===== src/rtl/irq_ctrl_pkg.sv =====
// Shared definitions for the interrupt controller: register map and FSM state encoding.
// Build option IRQ_SYNC_EN (see irq_sync) does not change anything defined here.
package irq_ctrl_pkg;

    localparam logic [4:0] IRQ_REG_IMR    = 5'd0;
    localparam logic [4:0] IRQ_REG_IPR    = 5'd1;
    localparam logic [4:0] IRQ_REG_ITYPE  = 5'd2;
    localparam logic [4:0] IRQ_REG_ICAUSE = 5'd3;

    typedef enum logic [1:0] {
        IRQ_S_IDLE    = 2'd0,
        IRQ_S_REQ     = 2'd1,
        IRQ_S_SERVICE = 2'd2
    } irq_state_t;

endpackage


===== src/rtl/irq_sync.sv =====
// Per-source input conditioning: optional 2-flop synchronizer (IRQ_SYNC_EN) plus rising-edge detect.
// Latency: lvl is 2 clk behind the pin with IRQ_SYNC_EN, combinational from the pin without it.
module irq_sync #(
    parameter int W = 8
) (
    input  logic         clk,
    input  logic         rst_n,
    input  logic [W-1:0] i_src,
    output logic [W-1:0] o_lvl,
    output logic [W-1:0] o_rise
);

    logic [W-1:0] w_lvl;
    logic [W-1:0] r_prev;

`ifdef IRQ_SYNC_EN
    logic [W-1:0] r_s1;
    logic [W-1:0] r_s2;

    always_ff @(posedge clk or negedge rst_n) begin
        if (!rst_n) begin
            r_s1 <= '0;
            r_s2 <= '0;
        end else begin
            r_s1 <= i_src;
            r_s2 <= r_s1;
        end
    end

    assign w_lvl = r_s2;
`else
    // Sources are synchronous here; the history flop is the only sampling register.
    assign w_lvl = i_src;
`endif

    always_ff @(posedge clk or negedge rst_n) begin
        if (!rst_n) begin
            r_prev <= '0;
        end else begin
            r_prev <= w_lvl;
        end
    end

    assign o_lvl  = w_lvl;
    assign o_rise = w_lvl & ~r_prev;

endmodule


===== src/rtl/irq_ctrl.sv =====
// Interrupt controller feeding CP0: pending/mask registers, fixed lowest-index priority, REQ/SERVICE FSM.
// Input synchronization is selected by IRQ_SYNC_EN (pin to ir_out 4 clk when defined, 2 clk otherwise).
module irq_ctrl #(
    parameter int NUM_SRC = 8,
    parameter int ID_W    = 5
) (
    input  logic               clk,
    input  logic               rst_n,
    input  logic [NUM_SRC-1:0] irq_src,
    input  logic               wr_en,
    input  logic [4:0]         wr_addr,
    input  logic [31:0]        wr_data,
    input  logic [4:0]         rd_addr,
    output logic [31:0]        rd_data,
    input  logic               ack,
    input  logic               eret,
    output logic               ir_out,
    output logic [ID_W-1:0]    irq_id
);
    import irq_ctrl_pkg::*;

    logic [NUM_SRC-1:0] w_lvl;
    logic [NUM_SRC-1:0] w_rise;
    logic [NUM_SRC-1:0] r_imr;
    logic [NUM_SRC-1:0] r_ipr;
    logic [NUM_SRC-1:0] r_itype;
    logic [NUM_SRC-1:0] w_req_vec;
    logic [NUM_SRC-1:0] w_cur_sel;
    logic [NUM_SRC-1:0] w_clr;
    logic [NUM_SRC-1:0] w_ipr_nxt;
    logic [ID_W-1:0]    w_win_id;
    logic               w_cur_req;
    logic               w_ack_take;
    logic               w_wr_imr;
    logic               w_wr_ipr;
    logic               w_wr_itype;
    logic [31:0]        w_rd;
    logic               w_unused;

    irq_state_t         r_state;
    logic               r_ir_out;
    logic [ID_W-1:0]    r_irq_id;

    irq_sync #(
        .W (NUM_SRC)
    ) u_sync (
        .clk    (clk),
        .rst_n  (rst_n),
        .i_src  (irq_src),
        .o_lvl  (w_lvl),
        .o_rise (w_rise)
    );

    assign w_wr_imr   = wr_en && (wr_addr == IRQ_REG_IMR);
    assign w_wr_ipr   = wr_en && (wr_addr == IRQ_REG_IPR);
    assign w_wr_itype = wr_en && (wr_addr == IRQ_REG_ITYPE);
    assign w_unused   = ^wr_data;

    assign w_req_vec  = r_ipr & r_imr;
    assign w_ack_take = (r_state == IRQ_S_REQ) && ack;

    always_comb begin
        w_win_id = '0;
        for (int i = NUM_SRC - 1; i >= 0; i--) begin
            if (w_req_vec[i]) begin
                w_win_id = ID_W'(i);
            end
        end
    end

    always_comb begin
        w_cur_sel = '0;
        for (int i = 0; i < NUM_SRC; i++) begin
            w_cur_sel[i] = (r_irq_id == ID_W'(i));
        end
    end

    assign w_cur_req = |(w_req_vec & w_cur_sel);

    // Edge bits: a new rise beats any clear in the same cycle. Level bits just track the input.
    assign w_clr     = (w_wr_ipr   ? wr_data[NUM_SRC-1:0] : '0)
                     | (w_ack_take ? w_cur_sel            : '0);
    assign w_ipr_nxt = (r_itype & (w_rise | (r_ipr & ~w_clr)))
                     | (~r_itype & w_lvl);

    always_ff @(posedge clk or negedge rst_n) begin
        if (!rst_n) begin
            r_imr   <= '0;
            r_ipr   <= '0;
            r_itype <= '1;
        end else begin
            r_ipr <= w_ipr_nxt;
            if (w_wr_imr) begin
                r_imr <= wr_data[NUM_SRC-1:0];
            end
            if (w_wr_itype) begin
                r_itype <= wr_data[NUM_SRC-1:0];
            end
        end
    end

    always_ff @(posedge clk or negedge rst_n) begin
        if (!rst_n) begin
            r_state  <= IRQ_S_IDLE;
            r_ir_out <= 1'b0;
            r_irq_id <= '0;
        end else begin
            case (r_state)
                IRQ_S_IDLE: begin
                    if (|w_req_vec) begin
                        r_state  <= IRQ_S_REQ;
                        r_ir_out <= 1'b1;
                        r_irq_id <= w_win_id;
                    end
                end
                IRQ_S_REQ: begin
                    if (ack) begin
                        r_state  <= IRQ_S_SERVICE;
                        r_ir_out <= 1'b0;
                    end else if (!w_cur_req) begin
                        r_state  <= IRQ_S_IDLE;
                        r_ir_out <= 1'b0;
                    end
                end
                IRQ_S_SERVICE: begin
                    if (eret) begin
                        r_state <= IRQ_S_IDLE;
                    end
                end
                default: begin
                    r_state  <= IRQ_S_IDLE;
                    r_ir_out <= 1'b0;
                end
            endcase
        end
    end

    always_comb begin
        w_rd = '0;
        case (rd_addr)
            IRQ_REG_IMR:    w_rd = 32'(r_imr);
            IRQ_REG_IPR:    w_rd = 32'(r_ipr);
            IRQ_REG_ITYPE:  w_rd = 32'(r_itype);
            IRQ_REG_ICAUSE: begin
                w_rd     = 32'(r_irq_id);
                w_rd[31] = (r_state == IRQ_S_REQ) || (r_state == IRQ_S_SERVICE);
            end
            default:        w_rd = '0;
        endcase
    end

    assign rd_data = w_rd;
    assign ir_out  = r_ir_out;
    assign irq_id  = r_irq_id;

endmodule

===== config.mk =====
export PLATFORM = sky130hd
export DESIGN_NAME = irq_ctrl
export DESIGN_NICKNAME = d
export VERILOG_FILES = /design/src/rtl/irq_ctrl_pkg.sv /design/src/rtl/irq_sync.sv /design/src/rtl/irq_ctrl.sv
export SDC_FILE = /design/constraint.sdc
export NUM_CORES = 1
export LEC_CHECK = 0
export BUFFER_PORTS_ARGS = -buffer_cell sky130_fd_sc_hd__buf_2
export CAP_MARGIN = 10
export CORE_MARGIN = 2
export CORE_UTILIZATION = 49
export CTS_BUF_LIST = sky130_fd_sc_hd__clkbuf_4 sky130_fd_sc_hd__clkbuf_8 sky130_fd_sc_hd__clkbuf_16
export CTS_CLUSTER_SIZE = 20
export DETAILED_ROUTE_END_ITERATION = 8
export PLACE_DENSITY = 0.88
export SLEW_MARGIN = 10
export SYNTH_ARGS = -nofsm -noshare
export SYNTH_HDL_FRONTEND = slang
export SYNTH_HIERARCHICAL = 1
export SYNTH_SLANG_ARGS = --single-unit

===== constraint.sdc =====
create_clock -name clk -period 2.06 [get_ports clk]
set_input_delay 0.412 -clock clk [delete_from_list [all_inputs] [get_ports clk]]
set_output_delay 0.412 -clock clk [all_outputs]
set_load 0.02 [all_outputs]

==> flow_results.xml <==
<?xml version="1.0" encoding="UTF-8"?>
<metrics>
  <group name="outcome">
    <metric name="status" unit="">complete, no violations</metric>
  </group>
  <group name="synth">
    <metric name="syn-mean-instance-area" unit="µm²">10.1</metric>
    <metric name="mappedNetlistArea" unit="µm²">2370</metric>
    <metric name="yosys_warnings" unit="">6</metric>
    <metric name="seq_area_frac_synth" unit="">0.406</metric>
    <metric name="yosys-top-cells-area" unit="">dfrtp_1, buf_4, dfstp_2, mux2_2, a21oi_1</metric>
    <metric name="synth_top_cell_by_area" unit="">dfrtp_1</metric>
    <metric name="netlist-cell-type-count" unit="">38</metric>
    <metric name="synth_enable_flop_cells" unit="">0</metric>
    <metric name="asyncSetResetFlopFracSynth" unit="">1.00</metric>
    <metric name="synth_cells" unit="">235</metric>
    <metric name="post_synthesis_sequential_element_count" unit="">38</metric>
    <metric name="yosysTopAreaCellShare" unit="">0.317</metric>
    <metric name="synth_flop_cell" unit="">dfrtp_1</metric>
  </group>
  <group name="clocking">
    <metric name="cts-htree-levels" unit="">2</metric>
    <metric name="cts_root_buf" unit="">clkbuf_8</metric>
    <metric name="clock_tree.buffer_depth" unit="">2</metric>
    <metric name="cts_tree" unit="">built</metric>
    <metric name="clkSinkCount" unit="">38</metric>
    <metric name="cts.reportedPaths.clkPinSlew" unit="ns">0.08</metric>
    <metric name="cts-buffers-inserted" unit="">5</metric>
    <metric name="worst_skew_pair.late_latency" unit="ns">0.30</metric>
  </group>
  <group name="power_and_ir_drop">
    <metric name="leakage" unit="nW">1.23</metric>
    <metric name="power_per_cell_area" unit="nW/µm²">986</metric>
    <metric name="vdd.ir_drop.worst" unit="mV">0.545</metric>
  </group>
  <group name="finish">
    <metric name="finish.net_count" unit="">334</metric>
    <metric name="layout_cell_share_with_drive_strength_beyond_1" unit="">0.361</metric>
    <metric name="area_growth_syn_to_layout" unit="%">10.8</metric>
    <metric name="insertedDiodeCount" unit="">0</metric>
    <metric name="finalCoreUtilization" unit="">0.559</metric>
  </group>
  <group name="floorplanning">
    <metric name="floorplan.die.width" unit="µm">73.5</metric>
    <metric name="initial_core_util" unit="">0.505</metric>
    <metric name="floorplan.core_area" unit="µm²">4690</metric>
    <metric name="chipHeight" unit="µm">73.5</metric>
    <metric name="io_pins" unit="">93</metric>
    <metric name="rows" unit="">25</metric>
    <metric name="fp.dieArea" unit="µm²">5410</metric>
  </group>
  <group name="sta">
    <metric name="rsz_0062_raised_after_global_routing" unit="">no</metric>
    <metric name="hold_viol" unit="">0</metric>
    <metric name="final_min_period_over_clock_period" unit="">0.978</metric>
    <metric name="finalCriticalPeriod" unit="ns">2.01</metric>
    <metric name="timing.setup.tns" unit="ns">0</metric>
    <metric name="setup-violations-final" unit="">0</metric>
    <metric name="drv_slew" unit="">0</metric>
    <metric name="least_margin_pin_slew" unit="ns">0.840</metric>
    <metric name="maximum_clock_rate" unit="GHz">0.496</metric>
    <metric name="relSlewSlack" unit="">0.440</metric>
    <metric name="fin_worst_skew" unit="ns">0.00963</metric>
  </group>
  <group name="setup_path">
    <metric name="cp_data_required_time" unit="ns">1.65</metric>
    <metric name="worstSetupPathDepth" unit="">3</metric>
    <metric name="critical-path-top-delay-family" unit="">flip-flops</metric>
    <metric name="crit_path_start_kind" unit="">register</metric>
    <metric name="end_of_the_worst_register_to_register_path" unit="">r_state[0]$_DFFE_PN0P_</metric>
    <metric name="ff2ff_path_depth" unit="">5</metric>
    <metric name="worstSetupEndpoint" unit="">rd_data[2]</metric>
    <metric name="critical_path.max_stage_delay" unit="ns">0.49</metric>
    <metric name="cpMaxStageDelayCell" unit="">dfrtp_2</metric>
    <metric name="worstPathCellList" unit="">mux4_2, nor2b_1, buf_2</metric>
    <metric name="critPathCaptureType" unit="">output pin</metric>
    <metric name="crit_arrival" unit="ns">1.60</metric>
    <metric name="crit_start" unit="">irq_id[2]$_DFFE_PN0P_</metric>
    <metric name="crit_fanout" unit="">11</metric>
    <metric name="setup.worst_path.class" unit="">register to output pin</metric>
    <metric name="worst-r2r-setup-slack" unit="ns">0.24</metric>
    <metric name="r2r_start" unit="">r_imr[3]$_DFFE_PN0P_</metric>
    <metric name="path_buf_inv" unit="">1</metric>
  </group>
  <group name="routing">
    <metric name="detail_route.vias_per_cell" unit="">5.49</metric>
    <metric name="drtAntennaViolNets" unit="">0</metric>
    <metric name="detailroute.via_count" unit="">1818</metric>
    <metric name="avgRoutedWirePerCell" unit="µm">15.2</metric>
    <metric name="route.detailed.drc" unit="">0</metric>
    <metric name="drt_iter0_markers" unit="">59</metric>
    <metric name="detailedRoute.firstPassIterationCount" unit="">4</metric>
    <metric name="routed_wirelength" unit="µm">5030</metric>
  </group>
  <group name="global_route">
    <metric name="antenna_found_initial" unit="">0</metric>
    <metric name="grt_max_degree" unit="">39</metric>
    <metric name="grt_pass1_vias" unit="">1826</metric>
    <metric name="globalRouteTotalUtil" unit="">0.201</metric>
    <metric name="globalRouteOverflowTotal" unit="">0</metric>
    <metric name="global_route_wire_length_before_repair" unit="µm">8270</metric>
  </group>
  <group name="place">
    <metric name="post-dp-hpwl" unit="µm">3700</metric>
    <metric name="port_buffers" unit="">43</metric>
    <metric name="place_congestion" unit="">0.882</metric>
  </group>
  <group name="job">
    <metric name="timing.max_cap.violations" unit="">0</metric>
  </group>
  <group name="min_path">
    <metric name="min_path_type" unit="">input pin to asynchronous set/reset pin</metric>
  </group>
</metrics>
-- registers in the layout, indices dropped and copies added, names as in the netlist --
| register | count |
|---|---|
| r_ipr | 8 |
| r_imr | 8 |
| irq_id | 3 |
| r_state | 2 |
| r_itype | 8 |
| ir_out | 1 |
| u_sync/r_prev | 8 |
-- per-layer routing --
metal  part of all wire  GRT usage  routed length [µm]
met2               0.50      0.353                2530
met5                  0          0                   0
met1               0.42      0.235                2100
met4              0.011     0.0768                  54
met3              0.069     0.0480                 346
-- cells by family (layout without fill, tap and decap cells) --
family	after synthesis	in the layout	share of synthesized area
DFF	38	38	0.406
other	1	25	0.00158
adders and majority gates	3	3	0.0158
buffers and inverters	46	64	0.130
and+or+nand+nor	68	68	0.175
AOI/OAI and AO/OA	53	53	0.137
muxes	26	26	0.135
-- final cells by class --
| class | instances | area [µm²] |
|---|---|---|
| Clock buffer | 8 | 91.3 |
| Fill cell | 423 | 2070 |
| Inverter | 7 | 26.3 |
| Multi-Input combinational cell | 175 | 1190 |
| Sequential cell | 38 | 965 |
| Tap cell | 54 | 67.6 |
| Timing Repair Buffer | 49 | 285 |
-- how the worst min path moves through the flow --
| stage | startpoint | end | slack, ns |
|---|---|---|---|
| after floorplan | rst_n | ir_out$_DFFE_PN0P_ | 0.12 |
| after global placement | ir_out$_DFFE_PN0P_ | ir_out$_DFFE_PN0P_ | 0.49 |
| after detailed placement | ir_out$_DFFE_PN0P_ | ir_out$_DFFE_PN0P_ | 0.49 |
| after CTS | rst_n | irq_id[2]$_DFFE_PN0P_ | 0.25 |
| after global routing | irq_src[5] | u_sync/r_prev[5]$_DFF_PN0_ | 0.26 |
| final | rst_n | u_sync/r_prev[2]$_DFF_PN0_ | 0.22 |
-- report_power, final --
group | switching [mW] | leakage (nW) | internal, mW
clock | 0.257 | 0.0498 | 0.280
sequential | 0.229 | 0.440 | 0.930
combinational | 0.498 | 0.744 | 0.393
total | 0.984 | 1.23 | 1.60
-- stage by stage --
step | power [mW] | cells | hold slack [ns] | area, µm² | setup slack (ns)
floorplan | 1.84 | 259 | 0.116 | 2460 | 0.294
global placement | 1.99 | 323 | 0.491 | 2530 | 0.187
detailed placement | 2.04 | 323 | 0.487 | 2530 | 0.176
CTS | 2.58 | 331 | 0.246 | 2620 | 0.0162
global route | 2.74 | 331 | 0.257 | 2630 | 0.00669
finish | 2.59 | 331 | 0.220 | 2630 | 0.0451
-- synthesized netlist by cell type, types with 3 or more instances --
master and number:
buf_4 33, nor2_1 31, dfrtp_1 30, a21oi_1 27, mux2_2 16, dfstp_2 8
nand2_1 8, nor2b_4 8, o21ai_0 8, inv_1 7, mux2i_1 6, a22oi_1 5
nand3_1 4, nor2b_1 4, buf_2 3, ha_1 3, mux4_2 3, nand2b_1 3
nand4_1 3
-- worst register-to-register path: stages, from the launching register on --
cell	delay (ns)
dfrtp_1	0.43
a22oi_1	0.37
nand4_1	0.26
o22ai_1	0.29
o21bai_1	0.18
mux2i_1	0.21
-- cells in the final DEF (no fill, tap or decap), drive strengths merged --
master,count
nand3b,2
conb,25
a22oi,5
nand4,3
o311ai,2
or3,1
o22ai,2
dfstp,8
o21bai,1
inv,7
nand3,4
a211oi,1
o221ai,1
nor2b,12
buf,49
a21oi,27
mux2,17
nor3b,1
a32o,1
mux4,3
dfrtp,30
or4b,1
o21ai,8
a221oi,1
nand2b,3
mux2i,6
nand2,9
nor3,1
o31ai,2
nor2,31
ha,3
clkbuf,8
a22o,2
-- repair_timing --
item,in CTS,in global routing
buffers inserted,0,0
resized for setup,2,1
hold buffers,0,0
pin swaps,0,0
endpoints found under the setup margin,2,1
Note: power is estimated with default switching activity, not from simulation.
